<file path="config.mk">
export PLATFORM = sky130hd
export DESIGN_NAME = phys_free_list
export DESIGN_NICKNAME = d
export VERILOG_FILES = /design/src/rtl/phys_free_list.sv
export SDC_FILE = /design/constraint.sdc
export NUM_CORES = 2
export LEC_CHECK = 0
export CELL_PAD_IN_SITES_DETAIL_PLACEMENT = 2
export CELL_PAD_IN_SITES_GLOBAL_PLACEMENT = 2
export CORE_MARGIN = 8
export CORE_UTILIZATION = 45
export CTS_CLUSTER_SIZE = 28
export DETAILED_ROUTE_END_ITERATION = 16
export GPL_ROUTABILITY_DRIVEN = 0
export PLACE_DENSITY_LB_ADDON = 0.3
export SETUP_SLACK_MARGIN = 0.3
export SLEW_MARGIN = 30
export SYNTH_ARGS = -nofsm -noshare
export SYNTH_HDL_FRONTEND = slang
export SYNTH_SLANG_ARGS = --single-unit
</file>
<file path="constraint.sdc">
create_clock -name clk -period 9 [get_ports clk]
set_clock_uncertainty 0.15 [all_clocks]
set_input_delay 1.35 -clock clk [delete_from_list [all_inputs] [get_ports clk]]
set_output_delay 1.35 -clock clk [all_outputs]
set_load 0.1 [all_outputs]
</file>
<file path="src/rtl/phys_free_list.sv">
// Physical-register free list: circular FIFO of free indices with an
// in-list bitmap; grants up to two registers and reclaims up to two per cycle.
module phys_free_list #(
  parameter int NUM_PREG = 64,
  parameter int PREG_W   = 6,
  parameter int NUM_ARCH = 32
) (
  input  logic              clk,
  input  logic              rst_n,
  input  logic              alloc_req_1,
  input  logic              alloc_req_2,
  output logic              alloc_grant,
  output logic [PREG_W-1:0] alloc_preg_1,
  output logic [PREG_W-1:0] alloc_preg_2,
  input  logic              rt_flag_1,
  input  logic [PREG_W-1:0] fp_i_1,
  input  logic              rt_flag_2,
  input  logic [PREG_W-1:0] fp_i_2,
  output logic [PREG_W:0]   free_count,
  output logic              empty,
  output logic              err_double_free
);

  localparam int NFREE0 = NUM_PREG - NUM_ARCH;
  localparam logic [PREG_W+1:0] CAP = (PREG_W+2)'(NUM_PREG);
  localparam logic [NUM_PREG-1:0] INL0 =
    {{NFREE0{1'b1}}, {NUM_ARCH{1'b0}}};

  logic [PREG_W-1:0]   fifo_q [NUM_PREG];
  logic [PREG_W-1:0]   head_q, head_d;
  logic [PREG_W-1:0]   tail_q, tail_d;
  logic [PREG_W-1:0]   wr2_idx;
  logic [PREG_W:0]     cnt_q, cnt_d;
  logic [NUM_PREG-1:0] inl_q, inl_d;
  logic                err_q, err_d;
  logic [1:0]          need, take, nfree;
  logic                hit1, hit2, leg1, leg2;
  logic [PREG_W+1:0]   room1, room2;

  always_comb begin
    need = {1'b0, alloc_req_1} + {1'b0, alloc_req_2};
    alloc_grant = {{(PREG_W-1){1'b0}}, need} <= cnt_q;
    take = alloc_grant ? need : 2'd0;
    alloc_preg_1 = fifo_q[head_q];
    alloc_preg_2 = alloc_req_1 ? fifo_q[head_q + PREG_W'(1)]
                               : fifo_q[head_q];
  end

  // Release legality: p0 is silently ignored; a set bitmap bit, a slot-2
  // duplicate of slot 1, or a count overflow is dropped and flagged.
  always_comb begin
    hit1  = rt_flag_1 && (fp_i_1 != '0);
    hit2  = rt_flag_2 && (fp_i_2 != '0);
    room1 = {1'b0, cnt_q} + (PREG_W+2)'(1);
    leg1  = hit1 && !inl_q[fp_i_1] && (room1 <= CAP);
    room2 = room1 + {{PREG_W{1'b0}}, 1'b0, leg1};
    leg2  = hit2 && !inl_q[fp_i_2] &&
            !(hit1 && (fp_i_1 == fp_i_2)) && (room2 <= CAP);
    nfree = {1'b0, leg1} + {1'b0, leg2};
  end

  always_comb begin
    wr2_idx = tail_q + {{(PREG_W-1){1'b0}}, leg1};
    head_d  = head_q + {{(PREG_W-2){1'b0}}, take};
    tail_d  = tail_q + {{(PREG_W-2){1'b0}}, nfree};
    cnt_d   = cnt_q - {{(PREG_W-1){1'b0}}, take}
                    + {{(PREG_W-1){1'b0}}, nfree};
    err_d   = err_q | (hit1 & ~leg1) | (hit2 & ~leg2);
    inl_d   = inl_q;
    if (alloc_grant && alloc_req_1) inl_d[alloc_preg_1] = 1'b0;
    if (alloc_grant && alloc_req_2) inl_d[alloc_preg_2] = 1'b0;
    if (leg1) inl_d[fp_i_1] = 1'b1;
    if (leg2) inl_d[fp_i_2] = 1'b1;
  end

  always_ff @(posedge clk or negedge rst_n) begin
    if (!rst_n) begin
      for (int k = 0; k < NUM_PREG; k++)
        fifo_q[k] <= (k < NFREE0) ? PREG_W'(NUM_ARCH + k) : '0;
    end else begin
      if (leg1) fifo_q[tail_q]  <= fp_i_1;
      if (leg2) fifo_q[wr2_idx] <= fp_i_2;
    end
  end

  always_ff @(posedge clk or negedge rst_n) begin
    if (!rst_n) begin
      head_q <= '0;
      tail_q <= PREG_W'(NFREE0);
      cnt_q  <= (PREG_W+1)'(NFREE0);
      inl_q  <= INL0;
      err_q  <= 1'b0;
    end else begin
      head_q <= head_d;
      tail_q <= tail_d;
      cnt_q  <= cnt_d;
      inl_q  <= inl_d;
      err_q  <= err_d;
    end
  end

  assign free_count      = cnt_q;
  assign empty           = (cnt_q == '0);
  assign err_double_free = err_q;

endmodule
</file>
==> reports/metrics.cfg <==
[run_status]
status = finished, final reports clean

[timing]
setup_tns_ns = 0
fin_crit_sh = 0.884
fin_hold_ws_ns = 0.351
setup_viol = 0
hold_viol_final = 0
fmax_mhz = 126
drv_slew = 0
tightest_slew_ns = 1.13
slew_headroom = 0.248
fin_crit_ns = 7.96
rsz0062_at_grt = false

[job]
drv_cap = 0

[floorplan]
dieArea_mm2 = 0.0828
rows = 99
core_mm2 = 0.0731
die_height_um = 288
pin_count = 40
die_w_um = 288
start_util = 0.455

[synthesis]
synth-seq-cells = 468
synth.avg_cell_area_um2 = 11.5
syn-instance-count = 2899
synthFlopType = dfrtp_1
synth_warnings = 0
ys_seq_area_frac = 0.358
synth.cell_area_mm2 = 0.0332
synth_edf_count = 0
synthArstFlopShare = 1.00
synth_cell_type_count = 85
syn_nets = 2952

[route]
totalWireLength_mm = 141
avgRoutedWirePerCell_um = 36.9
vias = 27000
ant_nets = 0
drc = 0
drt_pre_antenna_iters = 6
drt-vias-per-instance = 7.09
first_iter_violations = 2535

[worst_setup_path]
crit_arrival_ns = 8.34
start_kind = primary input
rr_worst_depth = 32
cpMostUsedCell = nor2_1
end_kind = flip-flop
crit_type = in2reg
cp_slowest_cell = or4b_4
required_ns = 9.38
critPathMaxFanout = 42
slowest_delay_ns = 0.76

[pwr]
p_int_mw = 6.59
p_leak_nw = 15.9
swShare = 0.497
combPwrFrac = 0.550
p_sw_mw = 6.51
irDropWorstVdd_uv = 321
seq_power_share = 0.267
power_density_mw_per_mm2 = 363
clock_power_share = 0.183

[global_routing]
grt_usage = 0.336
overflow = 0
grt_max_degree = 150
antenna_found_initial = 4
grt_pass1_wl_mm = 209
grt_pass1_vias = 29600

[cts]
cts_made_buffers = 56
hold_buffers = 0
clk_latency_ns = 0.65
clockBufferDepth = 3
cts-resized-gates = 0
cts_tree = yes
htreeDepth = 2
clock_sink_count = 468
root_buffer = clkbuf_16
cts_setup_buffers = 0
clk_pin_slew_ns = 0.06

[place]
port_buffers = 39
dp_hpwl_mm = 94.8
place_area_mm2 = 0.0341

[layout]
area_growth_pct = 8.58
final_common_cell = mux2i_1
fin_area_mm2 = 0.0361
layout-drive-gt1-share = 0.306
fin_nets = 2856
nFillCells = 7094
final_cell_mix = mux2i_1 (627), dfrtp_1 (319), mux2_2 (264), nand2_1 (201), mux4_2 (161)

[min_path]
hold_class = reg2reg
whs_path_depth = 2

==> area by class of cell <==
cell class,count,area [µm²],area share
Clock buffer,79,1580,0.0438
Sequential cell,468,11900,0.330
Antenna cell,2,5.00,0.000139
Multi-Input combinational cell,2122,20000,0.554
Clock inverter,26,287,0.00794
Inverter,45,169,0.00468
Timing Repair Buffer,110,968,0.0268
Tap cell,959,1200,0.0333
==> Yosys cell counts, types with 12 or more instances <==
cell | count | area share
nor3_2 | 19 | 0.0057
mux2i_1 | 627 | 0.19
buf_2 | 36 | 0.0054
mux2_2 | 264 | 0.089
o22ai_1 | 15 | 0.0028
clkbuf_1 | 164 | 0.019
nor3b_1 | 14 | 0.0032
and3_1 | 27 | 0.0051
or3_1 | 13 | 0.0024
xor2_1 | 16 | 0.0042
xnor2_1 | 15 | 0.0040
nand2b_1 | 20 | 0.0038
nor3_1 | 28 | 0.0042
a22oi_1 | 74 | 0.017
o221ai_1 | 40 | 0.011
a21oi_1 | 34 | 0.0051
o21ai_0 | 71 | 0.011
buf_1 | 20 | 0.0023
inv_1 | 40 | 0.0045
buf_6 | 23 | 0.0078
dfstp_2 | 146 | 0.12
nand2_1 | 201 | 0.023
a31oi_1 | 27 | 0.0051
nor2b_1 | 19 | 0.0036
o211ai_1 | 12 | 0.0027
ha_1 | 31 | 0.012
buf_4 | 20 | 0.0045
nand3b_1 | 13 | 0.0029
nand3_1 | 87 | 0.013
nand2_2 | 24 | 0.0045
dfrtp_1 | 322 | 0.24
nor2_4 | 12 | 0.0041
nor2_1 | 69 | 0.0078
and3b_1 | 18 | 0.0047
mux4_2 | 161 | 0.11
a221o_1 | 14 | 0.0042
nand4_1 | 12 | 0.0023
==> metal layers <==
layer  vias to the layer above  global-route usage  routed length, µm
met5                         -                   0                 17
met1                     14400               0.433              56100
met3                       431              0.0656              11100
li1                      10800                   -                  -
met4                         2               0.165               7730
met2                      1398               0.540              65700
==> metrics by stage <==
stage	cells	util	power [mW]	setup slack, ns
global placement	3703	0.467	10.1	1.03
CTS	3808	0.493	12.9	1.17
global route	3809	0.494	13.4	0.821
floorplan	2899	-	7.85	1.81
detailed placement	3703	0.467	10.4	0.648
finish	3811	0.494	13.1	1.04
==> logic make-up after synthesis <==
group / synth area share
and+or+nand+nor: 0.111
buffers and inverters: 0.0440
DFF: 0.358
adders and majority gates: 0.0141
xor gates and xnor gates: 0.00817
AOI/OAI and AO/OA: 0.0759
muxes: 0.389
==> path summary, 6_finish.rpt <==
path                               start  slack (ns)       endpoint
min                            inl_q[58]        0.35      inl_q[58]
max                            fp_i_1[2]        1.04  free_count[6]
min in group asynchronous          rst_n        0.59    fifo_q[222]
max reg2reg                free_count[0]        1.48  free_count[6]
min reg2reg                    inl_q[58]        0.35      inl_q[58]
max in group asynchronous          rst_n        6.09    fifo_q[261]
==> registers in the layout (all words and copies together) (netlist names) <==
register,cells
head_q,6
fifo_q,384
inl_q,64
tail_q,6
free_count,7
err_double_free,1
==> power groups by stage <==
| stage | sequential (mW) | clock (mW) | combinational (mW) |
|---|---|---|---|
| floorplan | 3.21 | 0 | 4.64 |
| global placement | 3.40 | 0 | 6.67 |
| detailed placement | 3.49 | 0 | 6.93 |
| CTS | 3.47 | 2.41 | 7.02 |
| global route | 3.54 | 2.47 | 7.42 |
| finish | 3.50 | 2.39 | 7.21 |
==> worst max-delay path: cells and delay by family <==
family                   cells  cell delay (ns)
adder cells (fa/ha/maj)      6             1.68
XOR/XNOR                     1             0.14
AO/OA/AOI/OAI                7             1.48
AND/OR/NAND/NOR             10             1.71
buffers and inverters        9             1.93
(Power assumes the default switching activity.)
